===== config.mk =====
export PLATFORM = sky130hd
export DESIGN_NAME = snow64_bfloat16_vec_cast_from_int
export DESIGN_NICKNAME = d
export VERILOG_FILES = /design/src/rtl/snow64_bfloat16_vec_cast_from_int_pkg.sv /design/src/rtl/snow64_bfloat16_vec_cast_from_int_cast.sv /design/src/rtl/snow64_bfloat16_vec_cast_from_int.sv
export SDC_FILE = /design/constraint.sdc
export NUM_CORES = 2
export LEC_CHECK = 0
export CAP_MARGIN = 40
export CELL_PAD_IN_SITES_DETAIL_PLACEMENT = 1
export CELL_PAD_IN_SITES_GLOBAL_PLACEMENT = 2
export CORE_UTILIZATION = 30
export CTS_BUF_LIST = sky130_fd_sc_hd__clkbuf_8
export CTS_CLUSTER_SIZE = 8
export DETAILED_ROUTE_END_ITERATION = 10
export PLACE_DENSITY_LB_ADDON = 0.1
export SLEW_MARGIN = 20
export SYNTH_ARGS = -nofsm -noshare
export SYNTH_HDL_FRONTEND = slang
export SYNTH_SLANG_ARGS = --single-unit

===== constraint.sdc =====
create_clock -name clk -period 18.7 [get_ports clk]
set_clock_uncertainty 0.05 [all_clocks]
set_input_delay 4.675 -clock clk [delete_from_list [all_inputs] [get_ports clk]]
set_output_delay 4.675 -clock clk [all_outputs]
set_load 0.1 [all_outputs]

===== src/rtl/snow64_bfloat16_vec_cast_from_int_pkg.sv =====
// ----------------------------------------------------------------------------
// Shared types for the BFloat16 vector int-to-float cast.
//
// PkgSnow64Cpu      : CPU-wide integer element size encoding (IntTypSz).
// PkgSnow64BFloat16 : port bundles for the vector and scalar cast units,
//                     lane-count constants, state enums and a helper that
//                     maps an element size to the index of its last lane.
// ----------------------------------------------------------------------------
package PkgSnow64Cpu;

    typedef enum logic [1:0] {
        IntTypSz8  = 2'd0,
        IntTypSz16 = 2'd1,
        IntTypSz32 = 2'd2,
        IntTypSz64 = 2'd3
    } IntTypSz;

endpackage : PkgSnow64Cpu

package PkgSnow64BFloat16;
    import PkgSnow64Cpu::*;

    localparam int WidthVec       = 256;
    localparam int WidthBFloat16  = 16;
    localparam int WidthScalarInt = 64;

    // Number of lanes in a 256-bit vector for each element size.  Sz8 only
    // fills the lower half because the output lanes are always 16 bits wide.
    localparam int LaneCntSz8  = 16;
    localparam int LaneCntSz16 = 16;
    localparam int LaneCntSz32 = 8;
    localparam int LaneCntSz64 = 4;

    typedef enum logic [1:0] {
        StIdle,
        StIssue,
        StWait
    } StVecCast;

    typedef enum logic {
        StCastIdle,
        StCastBusy
    } StCast;

    typedef struct packed {
        logic                start;
        logic [WidthVec-1:0] data;
        IntTypSz             int_type_size;
        logic                type_signedness;
    } PortIn_VecCastFromInt;

    typedef struct packed {
        logic                valid;
        logic                can_accept_cmd;
        logic [WidthVec-1:0] data;
    } PortOut_VecCastFromInt;

    typedef struct packed {
        logic                      start;
        logic [WidthScalarInt-1:0] data;
        IntTypSz                   int_type_size;
        logic                      type_signedness;
    } PortIn_CastFromInt;

    typedef struct packed {
        logic                     valid;
        logic                     can_accept_cmd;
        logic [WidthBFloat16-1:0] data;
    } PortOut_CastFromInt;

    // Index of the final lane processed for a given element size.
    function automatic logic [3:0] lastLaneIdx(input IntTypSz sz);
        logic [3:0] idx;
        case (sz)
            IntTypSz8:  idx = 4'(LaneCntSz8 - 1);
            IntTypSz16: idx = 4'(LaneCntSz16 - 1);
            IntTypSz32: idx = 4'(LaneCntSz32 - 1);
            default:    idx = 4'(LaneCntSz64 - 1);
        endcase
        return idx;
    endfunction

endpackage : PkgSnow64BFloat16


===== src/rtl/snow64_bfloat16_vec_cast_from_int_cast.sv =====
// ----------------------------------------------------------------------------
// Snow64BFloat16CastFromInt: scalar integer to BFloat16 cast unit.
//
// Ports:
//   clk, rst            : clock, asynchronous active-high reset
//   i_start             : command request, taken when o_can_accept_cmd=1
//   i_data[63:0]        : element, zero-extended from its natural width
//   i_int_type_size     : element width (IntTypSz8/16/32/64)
//   i_type_signedness   : 1 = element is two's complement signed
//   o_valid             : one-cycle pulse, result available on o_data
//   o_can_accept_cmd    : unit is idle
//   o_data[15:0]        : BFloat16 result (held until the next command)
//
// The mantissa is truncated, never rounded.  A command produces o_valid on
// the cycle after it is accepted; the unit then needs one recovery cycle.
// ----------------------------------------------------------------------------
module Snow64BFloat16CastFromInt
    import PkgSnow64Cpu::*;
    import PkgSnow64BFloat16::*;
(
    input  logic        clk,
    input  logic        rst,
    input  logic        i_start,
    input  logic [63:0] i_data,
    input  IntTypSz     i_int_type_size,
    input  logic        i_type_signedness,
    output logic        o_valid,
    output logic        o_can_accept_cmd,
    output logic [15:0] o_data
);

    StCast       r_state;
    logic        r_valid;
    logic        r_canAccept;
    logic [15:0] r_data;

    logic [63:0] w_mask;
    logic        w_msb;
    logic        w_neg;
    logic [63:0] w_elem;
    logic [63:0] w_mag;
    logic [5:0]  w_msbPos;
    logic [7:0]  w_exp;
    logic [6:0]  w_mant;
    logic [15:0] w_result;

    // Convert the element to sign + magnitude, locate the leading one and
    // build the BFloat16 word.  The magnitude is normalised so the leading
    // one sits at bit 63; the seven bits below it become the mantissa.
    always_comb begin
        w_mask = 64'hFFFF_FFFF_FFFF_FFFF;
        w_msb  = i_data[63];
        case (i_int_type_size)
            IntTypSz8: begin
                w_mask = 64'h0000_0000_0000_00FF;
                w_msb  = i_data[7];
            end
            IntTypSz16: begin
                w_mask = 64'h0000_0000_0000_FFFF;
                w_msb  = i_data[15];
            end
            IntTypSz32: begin
                w_mask = 64'h0000_0000_FFFF_FFFF;
                w_msb  = i_data[31];
            end
            default: begin
                w_mask = 64'hFFFF_FFFF_FFFF_FFFF;
                w_msb  = i_data[63];
            end
        endcase

        w_neg  = i_type_signedness & w_msb;
        w_elem = i_data & w_mask;
        w_mag  = w_neg ? ((~w_elem + 64'd1) & w_mask) : w_elem;

        w_msbPos = 6'd0;
        for (int i = 0; i < 64; i++) begin
            if (w_mag[i]) begin
                w_msbPos = 6'(i);
            end
        end

        w_exp    = 8'd127 + {2'b00, w_msbPos};
        w_mant   = 7'((w_mag << (6'd63 - w_msbPos)) >> 56);
        w_result = (w_mag == 64'd0) ? 16'h0000 : {w_neg, w_exp, w_mant};
    end

    // Two-state handshake: accept in idle, pulse valid, recover for a cycle.
    always_ff @(posedge clk or posedge rst) begin
        if (rst) begin
            r_state     <= StCastIdle;
            r_valid     <= 1'b0;
            r_canAccept <= 1'b1;
            r_data      <= 16'h0000;
        end else begin
            case (r_state)
                StCastIdle: begin
                    r_valid <= 1'b0;
                    if (i_start) begin
                        r_data      <= w_result;
                        r_valid     <= 1'b1;
                        r_canAccept <= 1'b0;
                        r_state     <= StCastBusy;
                    end
                end
                default: begin
                    r_valid     <= 1'b0;
                    r_canAccept <= 1'b1;
                    r_state     <= StCastIdle;
                end
            endcase
        end
    end

    assign o_valid          = r_valid;
    assign o_can_accept_cmd = r_canAccept;
    assign o_data           = r_data;

endmodule : Snow64BFloat16CastFromInt


===== src/rtl/snow64_bfloat16_vec_cast_from_int.sv =====
// ----------------------------------------------------------------------------
// snow64_bfloat16_vec_cast_from_int: 256-bit vector integer to BFloat16 cast.
//
// Ports:
//   clk, rst                 : clock, asynchronous active-high reset
//   in_start                 : command request, sampled only when idle
//   in_data[255:0]           : packed integer lanes (width set by size)
//   in_int_type_size[1:0]    : element width (IntTypSz8/16/32/64)
//   in_type_signedness       : 1 = signed elements
//   out_valid                : result ready, held until next acceptance
//   out_can_accept_cmd       : idle, ready for in_start
//   out_data[255:0]          : packed BFloat16 lanes, lane i at [i*16 +: 16]
//
// Lanes are cast one at a time through a single scalar cast unit, three
// clock edges per lane (issue, cast, write back).
// ----------------------------------------------------------------------------
module snow64_bfloat16_vec_cast_from_int
    import PkgSnow64Cpu::*;
    import PkgSnow64BFloat16::*;
#(
    parameter int WIDTH__VEC = 256
)
(
    input  logic                  clk,
    input  logic                  rst,
    input  logic                  in_start,
    input  logic [WIDTH__VEC-1:0] in_data,
    input  logic [1:0]            in_int_type_size,
    input  logic                  in_type_signedness,
    output logic                  out_valid,
    output logic                  out_can_accept_cmd,
    output logic [WIDTH__VEC-1:0] out_data
);

    PortIn_VecCastFromInt  w_portIn;
    PortOut_VecCastFromInt w_portOut;

    StVecCast              r_state;
    logic [3:0]            r_idx;
    logic [WidthVec-1:0]   r_data;
    IntTypSz               r_size;
    logic                  r_signed;
    logic                  r_valid;
    logic                  r_canAccept;
    logic [WidthVec-1:0]   r_outData;
    logic                  r_castStart;

    logic [63:0]           w_elem;
    logic                  w_castValid;
    logic                  w_castCanAccept;
    logic [15:0]           w_castData;

    assign w_portIn.start           = in_start;
    assign w_portIn.data            = in_data;
    assign w_portIn.int_type_size   = IntTypSz'(in_int_type_size);
    assign w_portIn.type_signedness = in_type_signedness;

    // Select the current lane's element from the captured vector and
    // zero-extend it; the cast unit applies sign handling itself.
    always_comb begin
        w_elem = 64'd0;
        case (r_size)
            IntTypSz8:  w_elem = {56'd0, r_data[{r_idx, 3'b000} +: 8]};
            IntTypSz16: w_elem = {48'd0, r_data[{r_idx, 4'b0000} +: 16]};
            IntTypSz32: w_elem = {32'd0, r_data[{r_idx[2:0], 5'b00000} +: 32]};
            default:    w_elem = r_data[{r_idx[1:0], 6'b000000} +: 64];
        endcase
    end

    Snow64BFloat16CastFromInt u_cast (
        .clk               (clk),
        .rst               (rst),
        .i_start           (r_castStart),
        .i_data            (w_elem),
        .i_int_type_size   (r_size),
        .i_type_signedness (r_signed),
        .o_valid           (w_castValid),
        .o_can_accept_cmd  (w_castCanAccept),
        .o_data            (w_castData)
    );

    // Command sequencer.  Start to the cast unit is a single-cycle pulse,
    // and issuing waits on the cast unit's ready so a unit left busy by a
    // mid-command reset is never overrun.
    always_ff @(posedge clk or posedge rst) begin
        if (rst) begin
            r_state     <= StIdle;
            r_idx       <= 4'd0;
            r_data      <= '0;
            r_size      <= IntTypSz8;
            r_signed    <= 1'b0;
            r_valid     <= 1'b0;
            r_canAccept <= 1'b1;
            r_outData   <= '0;
            r_castStart <= 1'b0;
        end else begin
            r_castStart <= 1'b0;
            case (r_state)
                StIdle: begin
                    if (w_portIn.start) begin
                        r_data      <= w_portIn.data;
                        r_size      <= w_portIn.int_type_size;
                        r_signed    <= w_portIn.type_signedness;
                        r_idx       <= 4'd0;
                        r_outData   <= '0;
                        r_valid     <= 1'b0;
                        r_canAccept <= 1'b0;
                        r_state     <= StIssue;
                    end
                end
                StIssue: begin
                    if (w_castCanAccept) begin
                        r_castStart <= 1'b1;
                        r_state     <= StWait;
                    end
                end
                StWait: begin
                    if (w_castValid) begin
                        r_outData[{r_idx, 4'b0000} +: 16] <= w_castData;
                        if (r_idx == lastLaneIdx(r_size)) begin
                            r_valid     <= 1'b1;
                            r_canAccept <= 1'b1;
                            r_state     <= StIdle;
                        end else begin
                            r_idx   <= r_idx + 4'd1;
                            r_state <= StIssue;
                        end
                    end
                end
                default: begin
                    r_state <= StIdle;
                end
            endcase
        end
    end

    assign w_portOut.valid          = r_valid;
    assign w_portOut.can_accept_cmd = r_canAccept;
    assign w_portOut.data           = r_outData;

    assign out_valid          = w_portOut.valid;
    assign out_can_accept_cmd = w_portOut.can_accept_cmd;
    assign out_data           = w_portOut.data;

endmodule : snow64_bfloat16_vec_cast_from_int


==> flow_metrics.tcl <==
set metrics [dict create \
    io-pin-count 520 \
    wl_per_cell_um 30.0 \
    min_period_over_period_pct 55.9 \
    synth_cells 3752 \
    fin_crit_ns 10.46 \
    setup_viol 0 \
    grt_overflow 0 \
    crit_path_start_kind "flip-flop" \
    yosysSeqAreaShare_pct 39.1 \
    slew_violations 0 \
    grt_first_pass_wirelength_um 263000 \
    tritoncts "built" \
    avgSynthCellArea_um2 9.25 \
    ys_ff_latch 542 \
    hold_viol 0 \
    yosys_warnings 0 \
    power_density_nw_per_um2 50.2 \
    path_max_fanout 168 \
    synth_common_cells "1028 x nand2_1, 540 x dfrtp_1, 207 x mux2i_1" \
    antenna_found_initial 8 \
    grt_start_max_net_pins 179 \
    start_util_pct 30.3 \
    status "finished, violations left" \
    syn_nets 4021 \
    clkTransAtPathRegs_ns 0.07 \
    synth_top_area_cell "dfrtp_1" \
    yosys-top-cells-area "dfrtp_1 39%, nand2_1 11%, mux4_2 9.1%, mux2i_1 6.0%, a32o_1 3.7%" \
    p_leak_nw 22.3 \
    num_vias 35100 \
    fp.dieH_um 342 \
    area_delta_synth_final_pct 40.4 \
    clock.fmax_mhz 95.6 \
    die_w_um 342 \
    endpoint_kind "flip-flop" \
    rr_worst_depth 26 \
    postCtsSetupRepairBufs 0 \
    synth_top_area_share_pct 38.9 \
    drive_above_1_share_pct 17.5 \
    numCtsBuffers 98 \
    grt_pass1_vias 35600 \
    cts_sinks 542 \
    ys_dominant_reg_cell "dfrtp_1" \
    root_buffer "clkbuf_8" \
    netlist_area_um2 34700 \
    core_um2 115000 \
    h-tree-depth 3 \
    dr.pass1.iters 11 \
    rows 124 \
    max_slew_margin_pct 22.8 \
    finalWeightedCongestion 0.938 \
    worstPathRequired_ns 19.31 \
    rsz0062_at_grt "false" \
    track_usage_pct 30.5 \
    synth_edf_count 0 \
    first_iter_violations 3323 \
    port-buffer-count 519 \
    finalInstanceArea_um2 48700 \
    fin_setup_tns_ns 0 \
    die_area_um2 117000 \
    fin_nets 4699 \
    hold_class "flip-flop to flip-flop" \
    worstMarginPinSlew_ns 1.16 \
    via_per_inst 5.82 \
    power_w 0.00245 \
    fin_util_pct 42.6 \
    reg2reg_setup_slack_ns 8.24 \
    min_path_cells 2 \
    wirelength_um 181000 \
    hold_buffers 0 \
    dpl_cell_area_um2 46500 \
    synth_most_common_cell "nand2_1" \
    drv_cap 0 \
    peakVddDrop_mv 0.0502 \
    ant_nets 0 \
    path_class "flip-flop to flip-flop" \
    crit_arrival_ns 11.07 \
    ys_async_sr_fraction_pct 100 \
    worst_skew_pair.late_latency_ns 0.81 \
    cts-resized-gates 0 \
    dp.final_hpwl_um 139000 \
    yosysUniqueCellTypes 116 \
    clockBufferDepth 3 \
    drc 216 \
    violations "design-rule violations" \
]
sequential cells by signal (all words and copies together) (netlist names):
name and cells:
u_cast.r_state 1, r_data 256, out_valid 1, r_idx 4, u_cast.o_can_accept_cmd 1, u_cast.o_data 16, r_castStart 1, out_can_accept_cmd 1
r_signed 1, r_state 2, r_size 2, out_data 256
path summary, 6_finish.rpt:
path	startpoint	endpoint
setup / recovery	r_idx[1]	u_cast.o_data[0]
hold / removal	out_can_accept_cmd	out_can_accept_cmd
setup reg to reg	r_idx[1]	u_cast.o_data[0]
hold reg to reg	out_can_accept_cmd	out_can_accept_cmd
max in group asynchronous	rst	out_data[179]
min in group asynchronous	rst	out_data[104]
through the flow:
step	hold slack, ns	cells	worst slack [ns]
after global routing	0.451	6022	7.87
final	0.430	6025	8.24
after detailed placement	0.420	5836	8.26
after CTS	0.430	6014	8.21
after global placement	0.404	5549	7.92
after floorplan	0.418	3752	6.60
worst max-delay path, cell delays in order, from the launching register on:
cell	delay [ns]
dfrtp_4	0.52
buf_16	0.30
buf_12	0.61
buf_4	0.50
buf_16	0.32
mux4_2	0.54
a22o_1	0.24
a21oi_1	0.49
and4_1	0.39
nand4_1	0.38
nand4b_1	0.42
nor4_2	0.53
buf_2	0.30
a21oi_1	0.10
or3_1	0.50
o211ai_2	0.31
o21a_1	0.28
o2111ai_2	0.40
nand2_2	0.18
buf_4	0.48
inv_2	0.35
buf_12	0.27
o21ai_0	0.58
o221ai_1	0.27
o41ai_1	0.28
a2111oi_0	0.15
a211oi_1	0.23
power breakdown:
group          switching (W)  internal (W)
clock network       0.000565      0.000623
registers       0.0000000532       0.00117
logic              0.0000346     0.0000516
cells by family (layout without fill, tap and decap cells):
group,after synthesis,after routing,share of synthesized area (%)
simple gates,1586,1586,19.9
xor+xnor,30,30,0.757
other cells,0,5,0
compound gates,848,848,18.5
mux,388,388,16.4
fa+ha+maj,7,7,0.252
flops,542,542,39.1
buf+inv,351,1107,5.09
cell usage in the layout, fill, tap and decap left out, drive strengths merged, types with 64 or more instances in the layout:
cell / instances
dfrtp: 540
a32o: 127
a21oi: 110
o21ai: 143
clkdlybuf4s50: 519
mux2i: 209
nor2: 178
o22ai: 66
nand3: 74
buf: 375
nand2: 1031
inv: 64
a22o: 98
clkbuf: 124
mux4: 140
layout make-up:
type | instances | area [um2]
inverter | 34 | 131
antenna | 5 | 12.5
fill | 12700 | 65800
multi-input combinational | 2859 | 19500
timing repair buffer | 895 | 11600
tap | 1512 | 1890
clock inverter | 54 | 369
clock buffer | 124 | 1710
sequential | 542 | 13600
per-layer routing:
layer	wire length (um)	global-route usage, %	share of wire, %	vias to the layer above
met4	8830	14.0	4.9	8
li1	-	-	-	15100
met5	56	0	0.031	-
met1	76900	40.9	43	17900
met2	81400	47.7	45	1641
met3	13600	5.39	7.5	319
Power figures use the tool's default switching activity.
